==> src/rtl/apb_cfg_slave.sv <==
// rtl/apb_cfg_slave.sv - APB slave bridging to a bank of downstream config registers
module apb_cfg_slave #(
  parameter int                        NUM_REGS       = 8,
  parameter int                        REG_ADDR_WIDTH = 32,
  parameter int                        REG_DATA_WIDTH = 32,
  parameter logic [REG_ADDR_WIDTH-1:0] BASE_ADDR      = '0
) (
  input  logic                               clk,
  input  logic                               rstn,
  input  logic                               psel,
  input  logic                               penable,
  input  logic                               pwrite,
  input  logic [REG_ADDR_WIDTH-1:0]          paddr,
  input  logic [REG_DATA_WIDTH-1:0]          pwdata,
  output logic [REG_DATA_WIDTH-1:0]          prdata,
  output logic                               pready,
  output logic                               pslverr,
  output logic [NUM_REGS-1:0]                cfg_vld,
  output logic [REG_DATA_WIDTH-1:0]          cfg_data,
  input  logic [NUM_REGS*REG_DATA_WIDTH-1:0] reg_data_bus
);

  localparam int IDX_W = (NUM_REGS > 1) ? $clog2(NUM_REGS) : 1;
  // Byte span of the register window, one bit wider than the address so it never wraps.
  localparam logic [REG_ADDR_WIDTH:0] SPAN = (REG_ADDR_WIDTH+1)'(4 * NUM_REGS);

  typedef enum logic {IDLE, RESP} state_t;

  state_t                      state;
  state_t                      state_nxt;
  logic                        start;
  logic [REG_ADDR_WIDTH-1:0]   addr_off;
  logic                        hit;
  logic [IDX_W-1:0]            reg_idx;
  logic [REG_DATA_WIDTH-1:0]   rd_slice;
  logic [NUM_REGS-1:0]         wr_onehot;
  logic                        pready_d;
  logic                        pslverr_d;
  logic [REG_DATA_WIDTH-1:0]   prdata_d;
  logic [NUM_REGS-1:0]         cfg_vld_d;
  logic [REG_DATA_WIDTH-1:0]   cfg_data_d;

  // A transfer is accepted only on the first ACCESS cycle seen in IDLE.
  assign start = (state == IDLE) && psel && penable;

  // Address decode: aligned and inside [BASE_ADDR, BASE_ADDR + 4*NUM_REGS).
  always_comb begin
    addr_off = paddr - BASE_ADDR;
    hit      = (paddr[1:0] == 2'b00) && (paddr >= BASE_ADDR) && ({1'b0, addr_off} < SPAN);
    reg_idx  = addr_off[IDX_W+1:2];
  end

  // Readback mux and write strobe decode from the register index.
  always_comb begin
    rd_slice  = '0;
    wr_onehot = '0;
    for (int i = 0; i < NUM_REGS; i++) begin
      if (reg_idx == IDX_W'(i)) begin
        rd_slice     = reg_data_bus[i*REG_DATA_WIDTH +: REG_DATA_WIDTH];
        wr_onehot[i] = 1'b1;
      end
    end
  end

  // State register.
  always_ff @(posedge clk or negedge rstn) begin
    if (!rstn) state <= IDLE;
    else       state <= state_nxt;
  end

  // Next state: accept on ACCESS, RESP always lasts a single cycle.
  always_comb begin
    state_nxt = state;
    case (state)
      IDLE:    if (psel && penable) state_nxt = RESP;
      RESP:    state_nxt = IDLE;
      default: state_nxt = IDLE;
    endcase
  end

  // Output next values: everything is captured on the IDLE->RESP edge and cleared leaving RESP.
  always_comb begin
    pready_d   = start;
    pslverr_d  = start && !hit;
    prdata_d   = (start && !pwrite && hit) ? rd_slice : '0;
    cfg_vld_d  = (start && pwrite && hit) ? wr_onehot : '0;
    cfg_data_d = (start && pwrite && hit) ? pwdata : cfg_data;
  end

  // Output registers; asynchronous reset clears them immediately, aborting any RESP.
  always_ff @(posedge clk or negedge rstn) begin
    if (!rstn) begin
      pready   <= 1'b0;
      pslverr  <= 1'b0;
      prdata   <= '0;
      cfg_vld  <= '0;
      cfg_data <= '0;
    end else begin
      pready   <= pready_d;
      pslverr  <= pslverr_d;
      prdata   <= prdata_d;
      cfg_vld  <= cfg_vld_d;
      cfg_data <= cfg_data_d;
    end
  end

endmodule

==> config.mk <==
export PLATFORM = sky130hd
export DESIGN_NAME = apb_cfg_slave
export DESIGN_NICKNAME = d
export VERILOG_FILES = /design/src/rtl/apb_cfg_slave.sv
export SDC_FILE = /design/constraint.sdc
export NUM_CORES = 1
export LEC_CHECK = 0
export ABC_AREA = 1
export CAP_MARGIN = 15
export CORE_AREA = 2 2 157 159
export CTS_CLUSTER_DIAMETER = 60
export DETAILED_ROUTE_END_ITERATION = 10
export DIE_AREA = 0 0 159 161
export HOLD_SLACK_MARGIN = 0.02
export SLEW_MARGIN = 20
export SYNTH_ARGS = -nofsm -noshare
export SYNTH_HDL_FRONTEND = slang
export SYNTH_SLANG_ARGS = --single-unit
export TNS_END_PERCENT = 5
==> constraint.sdc <==
create_clock -name clk -period 2.25 [get_ports clk]
set_input_delay 0.45 -clock clk [delete_from_list [all_inputs] [get_ports clk]]
set_output_delay 0.45 -clock clk [all_outputs]
set_load 0.01 [all_outputs]
# == Word-level counts from Yosys, hierarchy flattened ==
# Index checks and enable logic that the tools add are counted.
# op_classes
n_eq_ne,7
reduce_logical,14
n_lt_le_gt_ge,2
bitwise_logic,1
n_mux,20
# op_table
operator,count
$mux 32,9
$ge 32x1->1 const B,1
$lt 32x6->1 const B,1
$eq 3x3->1 const B,4
$logic_and 1x1->1,10
$mux 1,9
$mux 8,1
$eq 3x2->1 const B,2
$eq 3x1->1 const B,1
$logic_not 3->1,1
$logic_not 1->1,2
$logic_not 2->1,1
$pmux 1 s2,1
$not 1->1,1
# totals
wordCells,50
ff_bits,75

# == Depth between registers and ports, before layout ==
# logic_depth
depth_word,10
ltp_mapped,11
depth_no_buf,10

# == Worst setup path after synthesis ==
# OpenSTA, ideal clock, no wires.
# synth_path
kind,input port to flip-flop
startpoint,input port paddr[29]
endpoint,register cfg_data[10]
cell_stages,8
setup_slack_ns,0.572
arrival_ns,1.547
path_buffers,1
cell_sequence,or2_1 > nor2_1 > nand2_1 > nor2_2 > nand3_2 > clkbuf_1 > nand2_1 > o21ai_0
# synth_via
elab_chain_cells,4
elab_cells_between_ends,5
# synth_rtl
item,line_no,rtl
from (decl),13,"input logic [REG_ADDR_WIDTH-1:0] paddr,"
$ge 32x1->1,49,"hit = (paddr[1:0] == 2'b00) && (paddr >= BASE_ADDR) && ({1'b0, addr_off} < SPAN);"
$logic_and 1x1->1,49,
$logic_and 1x1->1 *,49,
$logic_and 1x1->1 *,87,cfg_data_d = (start && pwrite && hit) ? pwdata : cfg_data;
to (signal assigned),103,cfg_data <= cfg_data_d;
to (decl),19,"output logic [REG_DATA_WIDTH-1:0] cfg_data,"
# Every way passes the cells marked *; elsewhere a longest branch is shown, timed or not.
# A chain may end at the register's enable or synchronous reset.

# == Final worst setup path ==
# layout_path
startpoint,input port paddr[3]
endpoint,register prdata[31]
# layout_via
elab_chain_cells,10
elab_cells_between_ends,22
# layout_rtl
item,line_no,rtl
branches (longest 9 deep; another with $ge 32x1->1),n/a,
$mux 32 *,85,prdata_d = (start && !pwrite && hit) ? rd_slice : '0;
via prdata_d[31],39,logic [REG_DATA_WIDTH-1:0] prdata_d;
to (signal assigned),101,prdata <= prdata_d;
to (decl),15,"output logic [REG_DATA_WIDTH-1:0] prdata,"
# Mark *: on every way through the listed nets, which the timed path passes.

==> load_flow_metrics.sql <==
INSERT INTO impl_metrics (metric_group, metric, value, unit) VALUES
('status', 'outcome', 'finished, final reports clean', ''),
('cells_and_area', 'final.fill_count', '2517', ''),
('worst_setup_path', 'timing.rr.end', 'prdata[12]$_DFF_PN0_', ''),
('detailed_routing', 'num_vias', '6615', ''),
('yosys', 'post-synth-top-area-fraction', '0.375', ''),
('yosys', 'synth.yosys.warnings', '0', ''),
('placement', 'placed_cell_area', '0.00967', 'mm²'),
('clock_network', 'cts_hold_buffers', '0', ''),
('grt', 'number_of_antenna_violations_at_the_first_check_in_global_routing', '3', ''),
('detailed_routing', 'drtIter0Drc', '281', ''),
('die', 'core_area', '0.0240', 'mm²'),
('worst_hold_path', 'worstHoldPathType', 'primary input to async pin', ''),
('clock_network', 'clock_path_buffers', '2', ''),
('sta', 'final.setup_skew', '4.97', 'ps'),
('die', 'io-pin-count', '399', ''),
('placement', 'place_ws', '-24.5', 'ps'),
('clock_network', 'clock_tree.root_cell', 'clkbuf_16', ''),
('detailed_routing', 'route.detailed.wl_per_inst', '16.8', 'µm'),
('sta', 'timing.final.crit_share', '0.841', ''),
('detailed_routing', 'drc', '0', ''),
('grt', 'grt_overall_usage', '0.198', ''),
('yosys', 'cell_types_with_the_largest_area_share_after_synthesis', 'dfrtp_1 (38%), nand2_1 (20%), nor2_1 (9.1%)', ''),
('placement', 'place.gp.congestion', '0.879', ''),
('detailed_routing', 'detail_route.vias_per_cell', '4.32', ''),
('sta', 'hold_viol', '0', ''),
('worst_setup_path', 'critical_path_peak_fanout', '31', ''),
('worst_setup_path', 'ff2ff_setup_slack', '880', 'ps'),
('yosys', 'synth.yosys.seq_area_share', '0.375', ''),
('detailed_routing', 'wl', '25700', 'µm'),
('grt', 'grt_pass1_vias', '6513', ''),
('yosys', 'synth.ff_latch_count', '75', ''),
('worst_setup_path', 'setup.worst_path.start', 'paddr[3]', ''),
('yosys', 'synth.cell_area', '0.00500', 'mm²'),
('job', 'maxCapViolCount', '0', ''),
('sta', 'final-max-slew-violation-count', '0', ''),
('cells_and_area', 'final_cell_area', '0.0100', 'mm²'),
('power_and_ir_drop', 'power', '4.05', 'mW'),
('clock_network', 'post_cts_buffers', '0', ''),
('placement', 'io_buffers', '398', ''),
('clock_network', 'cts_tree', 'built', ''),
('placement', 'detailed_place_hpwl', '21400', 'µm'),
('sta', 'setup_violations', '0', ''),
('detailed_routing', 'drt_first_pass_iters', '5', ''),
('die', 'row_count', '57', ''),
('power_and_ir_drop', 'power.ir.vdd_worst', '251', 'µV'),
('yosys', 'post_synth_inst_count', '795', ''),
('cells_and_area', 'areaGrowthSynthToFinish', '100', '%'),
('worst_setup_path', 'worst_setup_path_end_kind', 'flop', ''),
('sta', 'timing.final.crit_period', '1890', 'ps'),
('cells_and_area', 'nets', '1528', ''),
('sta', 'worst_pin_slew', '515', 'ps'),
('worst_setup_path', 'worst_ep_required_time', '2480', 'ps'),
('sta', 'rsz0062_at_grt', 'no', ''),
('grt', 'maximum_number_of_pins_on_one_net_before_global_route_repair', '65', ''),
('grt', 'globalRoute.totalOverflow', '0', ''),
('grt', 'global_route_wire_length_before_repair', '38600', 'µm'),
('cells_and_area', 'post_route_cells_drive_above_1_share', '0.0704', ''),
('yosys', 'synth_area_per_cell', '6.29', 'µm²'),
('clock_network', 'ctsHtreeMaxLevel', '3', ''),
('power_and_ir_drop', 'leakagePower', '4.55', 'nW'),
('die', 'die_h', '161', 'µm'),
('yosys', 'synthDominantAreaCellType', 'dfrtp_1', ''),
('worst_setup_path', 'cp.arrival', '2120', 'ps'),
('clock_network', 'resized_after_cts', '0', ''),
('cells_and_area', 'area_of_the_multi_input_gates', '0.00257', 'mm²'),
('clock_network', 'clock_sink_count', '75', ''),
('sta', 'post-route-worst-setup-slack', '357', 'ps'),
('die', 'floorplan.initialDensity', '0.209', ''),
('worst_setup_path', 'worst_flop_to_flop_path_startpoint', 'state$_DFF_PN0_', ''),
('worst_setup_path', 'r2r.worst_path.cells', '6', ''),
('sta', 'rel_slew_slack', '0.656', '');
-- worst min path at each step --
stage | startpoint | to | slack [ps] | cells after the start
global placement | rstn | cfg_data[2]$_DFFE_PN0P_ | 460 | 1
finish | rstn | cfg_data[2]$_DFFE_PN0P_ | 70 | 1
detailed placement | rstn | cfg_data[2]$_DFFE_PN0P_ | 460 | 1
CTS | rstn | cfg_data[2]$_DFFE_PN0P_ | 80 | 1
global route | rstn | cfg_data[2]$_DFFE_PN0P_ | 100 | 1
floorplan | rstn | cfg_data[0]$_DFFE_PN0P_ | 150 | 0
-- critical path, cell delays in order --
cell and delay [ps]:
clkdlybuf4s50_1 590, inv_1 110, buf_4 170, nor3_4 180, buf_4 350, nand2_1 80, nand4_1 120, a21oi_1 50
-- power breakdown --
group          switching [mW]  internal [mW]  total, mW
registers             0.00174           1.35       1.35
logic                   0.402          0.646       1.05
clock network           0.630           1.02       1.65
-- cell type report --
type                       count  share of cell area
multi-input combinational    571               0.257
tap                          324              0.0405
clock inverter                 6             0.00963
inverter                     104              0.0390
timing repair buffer         442               0.442
antenna                        1            0.000250
sequential                    75               0.188
clock buffer                  10              0.0239
-- cells in the final DEF, fill, tap and decap left out --
master,instances
or2_0,9
inv_1,97
nor3_1,1
nand3_2,1
nand3_1,26
bufinv_16,2
inv_6,1
inv_2,6
clkdlybuf4s50_1,397
nor2_2,1
diode_2,1
o21ai_1,1
o2111ai_1,13
nand2_1,261
dfrtp_1,75
clkinvlp_4,1
buf_4,36
nor3_4,4
nand4_1,45
a21oi_1,43
inv_8,1
nor2_4,2
clkbuf_16,9
clkinv_1,1
clkbuf_8,1
clkinv_4,1
or2_1,1
nor2_1,120
o21ai_0,33
or2_2,10
buf_12,9
-- synthesized netlist by cell type (all sizes together) --
| cell type | n |
|---|---|
| nor3 | 5 |
| clkbuf | 29 |
| a21oi | 43 |
| nand4 | 45 |
| nand3 | 27 |
| clkinv | 1 |
| inv | 103 |
| o21ai | 34 |
| dfrtp | 75 |
| nor2 | 123 |
| buf | 16 |
| nand2 | 261 |
| or2 | 20 |
| o2111ai | 13 |
-- sequential cells by signal (all words and copies together) (netlist names) --
name      count
pslverr       1
prdata       32
cfg_data     32
pready        1
cfg_vld       8
state         1
-- stage by stage --
stage | hold slack [ps] | TNS (ps)
finish | 70.5 | 0
global route | 97.9 | 0
CTS | 84.2 | 0
detailed placement | 460 | -83.5
global placement | 463 | -5.55
floorplan | 154 | 0
-- kinds of logic (layout without fill, tap and decap cells) --
kind of cell | count (synthesis) | count (layout) | share of synthesized area
AND/OR/NAND/NOR | 481 | 481 | 0.409
buffers and inverters | 149 | 562 | 0.116
other | 0 | 1 | 0
AO/OA/AOI/OAI | 90 | 90 | 0.0999
flip-flops | 75 | 75 | 0.375
-- per-layer routing --
metal	track usage	share of wire	up-vias
met5	0	0.0011	-
met4	0.0603	0.024	4
met3	0.0598	0.085	43
met2	0.333	0.47	322
met1	0.244	0.42	2932
li1	-	-	3314
Note: power is estimated with default switching activity, not from simulation.
